$ cat src/rtl/object_layer_gen_pkg.sv
// Shared definitions for the object layer: sprite geometry, object-table entry
// layout and the sprite ROM address packing used by the ROM and the mixer.
package object_layer_gen_pkg;

  localparam int OBJ_H_BITS  = 10;
  localparam int OBJ_V_BITS  = 10;
  localparam int OBJ_ID_BITS = 2;
  localparam int OBJ_SPR_LOG = 5;
  localparam int OBJ_ROM_AW  = OBJ_ID_BITS + 2 * OBJ_SPR_LOG;

  // One sprite instance in the object table.
  typedef struct packed {
    logic                  en;
    logic [OBJ_H_BITS-1:0] x;
    logic [OBJ_V_BITS-1:0] y;
    logic [OBJ_ID_BITS-1:0] id;
  } obj_entry_t;

  // Sprite ROM address layout is {image id, row, column}.
  function automatic logic [OBJ_ROM_AW-1:0] rom_addr_pack(
    input logic [OBJ_ID_BITS-1:0] id,
    input logic [OBJ_SPR_LOG-1:0] dy,
    input logic [OBJ_SPR_LOG-1:0] dx
  );
    return {id, dy, dx};
  endfunction

endpackage

$ cat src/rtl/object_layer_gen_hit_test.sv
// Per-slot hit test: offset of the scan pixel inside one sprite box.
module obj_hit_test #(
  parameter int H_BITS  = 10,
  parameter int V_BITS  = 10,
  parameter int SPR_LOG = 5
) (
  input  logic               en_i,
  input  logic [H_BITS-1:0]  obj_x_i,
  input  logic [V_BITS-1:0]  obj_y_i,
  input  logic [H_BITS-1:0]  pix_x_i,
  input  logic [V_BITS-1:0]  pix_y_i,
  output logic               hit_o,
  output logic [SPR_LOG-1:0] dx_o,
  output logic [SPR_LOG-1:0] dy_o
);

  logic [H_BITS:0] dx_full;
  logic [V_BITS:0] dy_full;

  // One extra bit catches negative offsets; a non-negative offset below the
  // sprite size has every bit at or above SPR_LOG clear.
  always_comb begin
    dx_full = {1'b0, pix_x_i} - {1'b0, obj_x_i};
    dy_full = {1'b0, pix_y_i} - {1'b0, obj_y_i};
    hit_o   = en_i && (dx_full[H_BITS:SPR_LOG] == '0) && (dy_full[V_BITS:SPR_LOG] == '0);
    dx_o    = dx_full[SPR_LOG-1:0];
    dy_o    = dy_full[SPR_LOG-1:0];
  end

endmodule

$ cat src/rtl/object_layer_gen.sv
// Object-layer pixel generator: double-buffered sprite table, per-slot hit
// test, lowest-index priority, sprite ROM fetch and a 3-register pipeline
// (pixel sampled at edge k appears on datao after edge k+2).
module object_layer_gen
  import object_layer_gen_pkg::*;
#(
  parameter int NUM_OBJ = 4,
  parameter int H_BITS  = OBJ_H_BITS,
  parameter int V_BITS  = OBJ_V_BITS,
  parameter int ID_BITS = OBJ_ID_BITS,
  parameter int SPR_LOG = OBJ_SPR_LOG,
  localparam int IDX_W  = (NUM_OBJ > 1) ? $clog2(NUM_OBJ) : 1,
  localparam int AW     = ID_BITS + 2 * SPR_LOG
) (
  input  logic               clk,
  input  logic               rstn,
  input  logic               obj_wr,
  input  logic [IDX_W-1:0]   obj_idx,
  input  logic               obj_en,
  input  logic [H_BITS-1:0]  obj_x,
  input  logic [V_BITS-1:0]  obj_y,
  input  logic [ID_BITS-1:0] obj_id,
  input  logic               frame_start,
  input  logic               pix_valid,
  input  logic [H_BITS-1:0]  pix_x,
  input  logic [V_BITS-1:0]  pix_y,
  output logic [AW-1:0]      rom_addr,
  input  logic [11:0]        rom_data,
  output logic [11:0]        datao,
  output logic               datao_valid
);

  obj_entry_t [NUM_OBJ-1:0] shadow_q, shadow_d, active_q;

  logic [NUM_OBJ-1:0]              hit_a;
  logic [NUM_OBJ-1:0][SPR_LOG-1:0] dx_a, dy_a;

  logic             any_hit;
  logic [IDX_W-1:0] sel;
  logic             hit_d;

  logic [AW-1:0] rom_addr_q;
  logic [1:0]    vld_pipe_q;
  logic [1:0]    hit_pipe_q;
  logic [11:0]   datao_q;
  logic          datao_valid_q;

  // Shadow table with this cycle's write applied; also what a same-cycle
  // frame_start commits, so a write and a commit together take effect.
  always_comb begin
    shadow_d = shadow_q;
    for (int i = 0; i < NUM_OBJ; i++) begin
      if (obj_wr && (obj_idx == IDX_W'(i))) begin
        shadow_d[i].en = obj_en;
        shadow_d[i].x  = obj_x;
        shadow_d[i].y  = obj_y;
        shadow_d[i].id = obj_id;
      end
    end
  end

  // Shadow updates on every write; active only changes at frame_start.
  always_ff @(posedge clk or negedge rstn) begin
    if (!rstn) begin
      shadow_q <= '0;
      active_q <= '0;
    end else begin
      shadow_q <= shadow_d;
      if (frame_start) active_q <= shadow_d;
    end
  end

  for (genvar g = 0; g < NUM_OBJ; g++) begin : g_slot
    obj_hit_test #(
      .H_BITS (H_BITS),
      .V_BITS (V_BITS),
      .SPR_LOG(SPR_LOG)
    ) u_hit (
      .en_i   (active_q[g].en),
      .obj_x_i(active_q[g].x),
      .obj_y_i(active_q[g].y),
      .pix_x_i(pix_x),
      .pix_y_i(pix_y),
      .hit_o  (hit_a[g]),
      .dx_o   (dx_a[g]),
      .dy_o   (dy_a[g])
    );
  end

  // Lowest-index hitting slot wins; scanning downward lets it overwrite last.
  always_comb begin
    any_hit = 1'b0;
    sel     = '0;
    for (int i = NUM_OBJ - 1; i >= 0; i--) begin
      if (hit_a[i]) begin
        any_hit = 1'b1;
        sel     = IDX_W'(i);
      end
    end
    hit_d = pix_valid && any_hit;
  end

  // Stage 0 fetch address and stage 0/1 valid/hit delay to line up with ROM data.
  always_ff @(posedge clk or negedge rstn) begin
    if (!rstn) begin
      rom_addr_q <= '0;
      vld_pipe_q <= '0;
      hit_pipe_q <= '0;
    end else begin
      if (hit_d) rom_addr_q <= rom_addr_pack(active_q[sel].id, dy_a[sel], dx_a[sel]);
      vld_pipe_q <= {vld_pipe_q[0], pix_valid};
      hit_pipe_q <= {hit_pipe_q[0], hit_d};
    end
  end

  // Stage 2: take the texel only for a hit, otherwise transparent.
  always_ff @(posedge clk or negedge rstn) begin
    if (!rstn) begin
      datao_q       <= '0;
      datao_valid_q <= 1'b0;
    end else begin
      datao_q       <= hit_pipe_q[1] ? rom_data : 12'h000;
      datao_valid_q <= vld_pipe_q[1];
    end
  end

  assign rom_addr    = rom_addr_q;
  assign datao       = datao_q;
  assign datao_valid = datao_valid_q;

endmodule

$ cat config.mk
export PLATFORM = sky130hd
export DESIGN_NAME = object_layer_gen
export DESIGN_NICKNAME = d
export VERILOG_FILES = /design/src/rtl/object_layer_gen_pkg.sv /design/src/rtl/object_layer_gen_hit_test.sv /design/src/rtl/object_layer_gen.sv
export SDC_FILE = /design/constraint.sdc
export NUM_CORES = 1
export LEC_CHECK = 0
export BUFFER_PORTS_ARGS = -buffer_cell sky130_fd_sc_hd__buf_2
export CAP_MARGIN = 20
export CELL_PAD_IN_SITES_DETAIL_PLACEMENT = 0
export CELL_PAD_IN_SITES_GLOBAL_PLACEMENT = 1
export CORE_ASPECT_RATIO = 0.7
export CORE_MARGIN = 1
export CORE_UTILIZATION = 35
export DETAILED_ROUTE_END_ITERATION = 16
export GPL_TIMING_DRIVEN = 1
export PLACE_DENSITY_LB_ADDON = 0.1
export SLEW_MARGIN = 10
export SYNTH_ARGS = -nofsm -noshare
export SYNTH_HDL_FRONTEND = slang
export SYNTH_SLANG_ARGS = --single-unit
export TNS_END_PERCENT = 30
$ cat constraint.sdc
create_clock -name clk -period 4.5 [get_ports clk]
set_input_delay 0.45 -clock clk [delete_from_list [all_inputs] [get_ports clk]]
set_output_delay 0.45 -clock clk [all_outputs]
set_load 0.03 [all_outputs]
==> impl_metrics.csv <==
group,metric,value,unit
finish,layout.cells.non_filler,1786,
timing,setup_viol,0,
clocking,cts.htree.levels,1,
floorplanning,dieHeight,159,um
yosys,synthTopCellsByCount,"213 x dfrtp_1, 117 x mux2_2, 109 x o21ai_0",
finish,seq_area,0.00533,mm2
global_routing,globalRouteOverflowTotal,0,
floorplanning,dieArea,0.0361,mm2
power_and_ir_drop,p_int,4.25,mW
placement,place_hpwl,28100,um
detailed_routing,wl_met1,20000,um
yosys,synth_nets,1365,
power_and_ir_drop,peakVddDrop,0.000259,V
worst_setup_path,end_kind,"flop",
timing,fin_skew,0.00862,ns
yosys,yosysTopAreaCell,"dfrtp_1",
clocking,cts_resized,0,
outcome,status,"finished, violations left",
clocking,cts.sinks,213,
global_routing,grt_max_degree,114,
detailed_routing,wire_per_inst,20.9,um
floorplanning,core,0.0347,mm2
placement,dp_cells,1744,
clocking,cts_buffer_depth,3,
timing,report.final.slew_viol_count,0,
timing,tightestPinTransition,1.04,ns
floorplanning,rows,57,
run,maxCapViolCount,0,
yosys,synth_edf_count,0,
clocking,clock_latency,0.53,ns
clocking,clk_pin_slew_worst_paths,0.06,ns
yosys,ys_ff_latch,213,
timing,rsz0062_at_grt,"false",
power_and_ir_drop,switchingPower,2.18,mW
finish,finish.utilization,40.6,%
timing,period_minus_slack,3.88,ns
clocking,cts_inserted_buffers,25,
power_and_ir_drop,p_comb_share,32.5,%
worst_setup_path,path_class,"flop to flop",
timing,finalSetupTns,0,ns
placement,place.gp.congestion,0.915,
detailed_routing,dr.pass1.iters,8,
global_routing,grt_pass1_vias,9020,
global_routing,antenna_found_initial,0,
yosys,syn_inst,1215,
clocking,postCtsHoldBufs,0,
detailed_routing,drt-total-wl,37300,um
finish,multiInputGateArea,0.00651,mm2
yosys,synth_area_leaders,"dfrtp_1 43%, mux2_2 11%, ha_1 8.1%",
finish,area_growth,14.0,%
timing,fmax,0.258,GHz
clocking,cts_tree,"yes",
yosys,syn_area,0.0124,mm2
clocking,cts_root_buffer,"clkbuf_16",
finish,drive_above_1_share,22.0,%
outcome,violations,"hold timing",
detailed_routing,ant_nets,0,
floorplanning,num_io_pins,87,
worst_setup_path,worstPathMaxFanout,7,
placement,io_buffers,86,
timing,hold_violations,4,
power_and_ir_drop,powerDensity,456,mW/mm2
yosys,synth_top_area_share,43.0,%
timing,max_slew_margin,30.7,%
floorplanning,initial_core_util,35.6,%
detailed_routing,wl_met2,14800,um
global_routing,grt_pass1_wl,57000,um
yosys,yosysMostFrequentCell,"dfrtp_1",
power_and_ir_drop,clockPowerShare,30.8,%
floorplanning,die_x,227,um
power_and_ir_drop,power.leakage,6.42,nW
yosys,async_flop_share,100,%
finish,fill_cells,3458,
yosys,ys_types,90,
worst_setup_path,critPathLaunchType,"flop",
detailed_routing,initialDrtViolationCount,821,
worst_setup_path,cp.required,4.91,ns
timing,whs,-0.0142,ns
detailed_routing,highest_layer,"met4",
global_routing,track_usage,21.1,%
yosys,ys_seq_area_share,43.0,%
power_and_ir_drop,seqPwrFrac,36.7,%
detailed_routing,post-route-drc-count,0,
min_path,hold_class,"primary input to async pin",
yosys,synthFlopType,"dfrtp_1",
detailed_routing,met3_length,2180,um
worst_setup_path,worstPathArrival,4.28,ns
detailed_routing,vias_per_cell,5.22,
yosys,avgSynthCellArea,10.2,um2
power_and_ir_drop,p_sw_share,33.9,%
detailed_routing,vias,9331,
yosys,ys_warn_count,0,
finish,nets,1449,
power_and_ir_drop,power,6.43,mW
clocking,postCtsSetupBuffers,0,
timing,timing.final.crit_share,86.1,%
==> per-stage QoR <==
| stage | hold slack, ns | area, um2 | setup WS [ns] |
|---|---|---|---|
| floorplan | 0.154 | 12400 | 1.06 |
| global placement | 0.332 | 13300 | 0.309 |
| detailed placement | 0.336 | 13300 | 0.283 |
| CTS | 0.0393 | 14100 | 0.615 |
| global route | 0.0534 | 14100 | 0.412 |
| finish | -0.0142 | 14100 | 0.623 |
==> critical path: stages, from the launching register on <==
cell	delay (ns)
dfrtp_1	0.36
inv_1	0.14
ha_1	0.35
a21o_1	0.23
a21o_1	0.17
a221oi_1	0.34
mux2_2	0.39
or2_2	0.31
nor4_1	0.62
nor2_1	0.24
nand3b_1	0.29
a2bb2oi_1	0.22
o21ai_0	0.10
==> layout make-up <==
class,instances,share of cell area (%)
diodes,1,0.0177
repair buffers,100,3.88
multi-input cells,867,46.1
clock buffers,33,4.86
clock inverters,8,0.709
inverters,92,2.45
flip-flops and latches,213,37.8
well taps,472,4.19
==> state kept, by name, summed over array words and instances (netlist names) <==
register     cells
active_q        92
shadow_q        92
datao           12
rom_addr        12
hit_pipe_q       2
vld_pipe_q       2
datao_valid      1
==> final timing paths <==
kind	from	depth (start not counted)	slack, ns	endpoint
max in group asynchronous	rstn	2	3.53	active_q[35]$_DFFE_PN0P_
worst max register to register	active_q[16]$_DFFE_PN0P_	12	0.62	rom_addr[2]$_DFFE_PN0P_
worst min-delay path	rstn	1	-0.01	datao[10]$_DFF_PN0_
min in group clk	rom_data[5]	2	0.13	datao[5]$_DFF_PN0_
worst max-delay path	active_q[16]$_DFFE_PN0P_	12	0.62	rom_addr[2]$_DFFE_PN0P_
worst min register to register	hit_pipe_q[0]$_DFF_PN0_	0	0.35	hit_pipe_q[1]$_DFF_PN0_
==> power groups by stage <==
stage	Clock (mW)	Combinational, mW	Sequential (mW)
detailed placement	0	2.08	2.39
global placement	0	2.09	2.39
finish	1.98	2.09	2.36
global route	2.13	2.32	2.39
CTS	2.05	2.09	2.36
floorplan	0	1.43	2.36
==> logic make-up (layout without fill, tap and decap cells) <==
group	Yosys count	after routing	share of synthesized area, %
xor+xnor	25	25	1.77
fa+ha+maj	88	88	9.38
buf+inv	135	233	4.48
other cells	0	1	0
flops	213	213	43.0
compound gates	292	292	15.9
simple gates	332	332	13.8
mux	130	130	11.7
==> placed cells by master (no fill, tap or decap), types with 15 or more instances in the layout <==
cell type  instances
a21oi_1           54
and2_1            16
buf_2             84
buf_4             15
clkbuf_16         25
dfrtp_1          213
ha_1              80
inv_1             92
mux2_2           117
nand2_1          104
nand2b_1          17
nand3_1           20
nor2_1            75
nor2b_1           21
o21a_1            16
o21ai_0          109
==> layer usage <==
metal | track usage (%) | vias up
met5 | 0 | -
met4 | 2.40 | 0
met3 | 4.95 | 24
met2 | 28.6 | 214
met1 | 34.0 | 4575
li1 | - | 4518
Power figures use the tool's default switching activity.
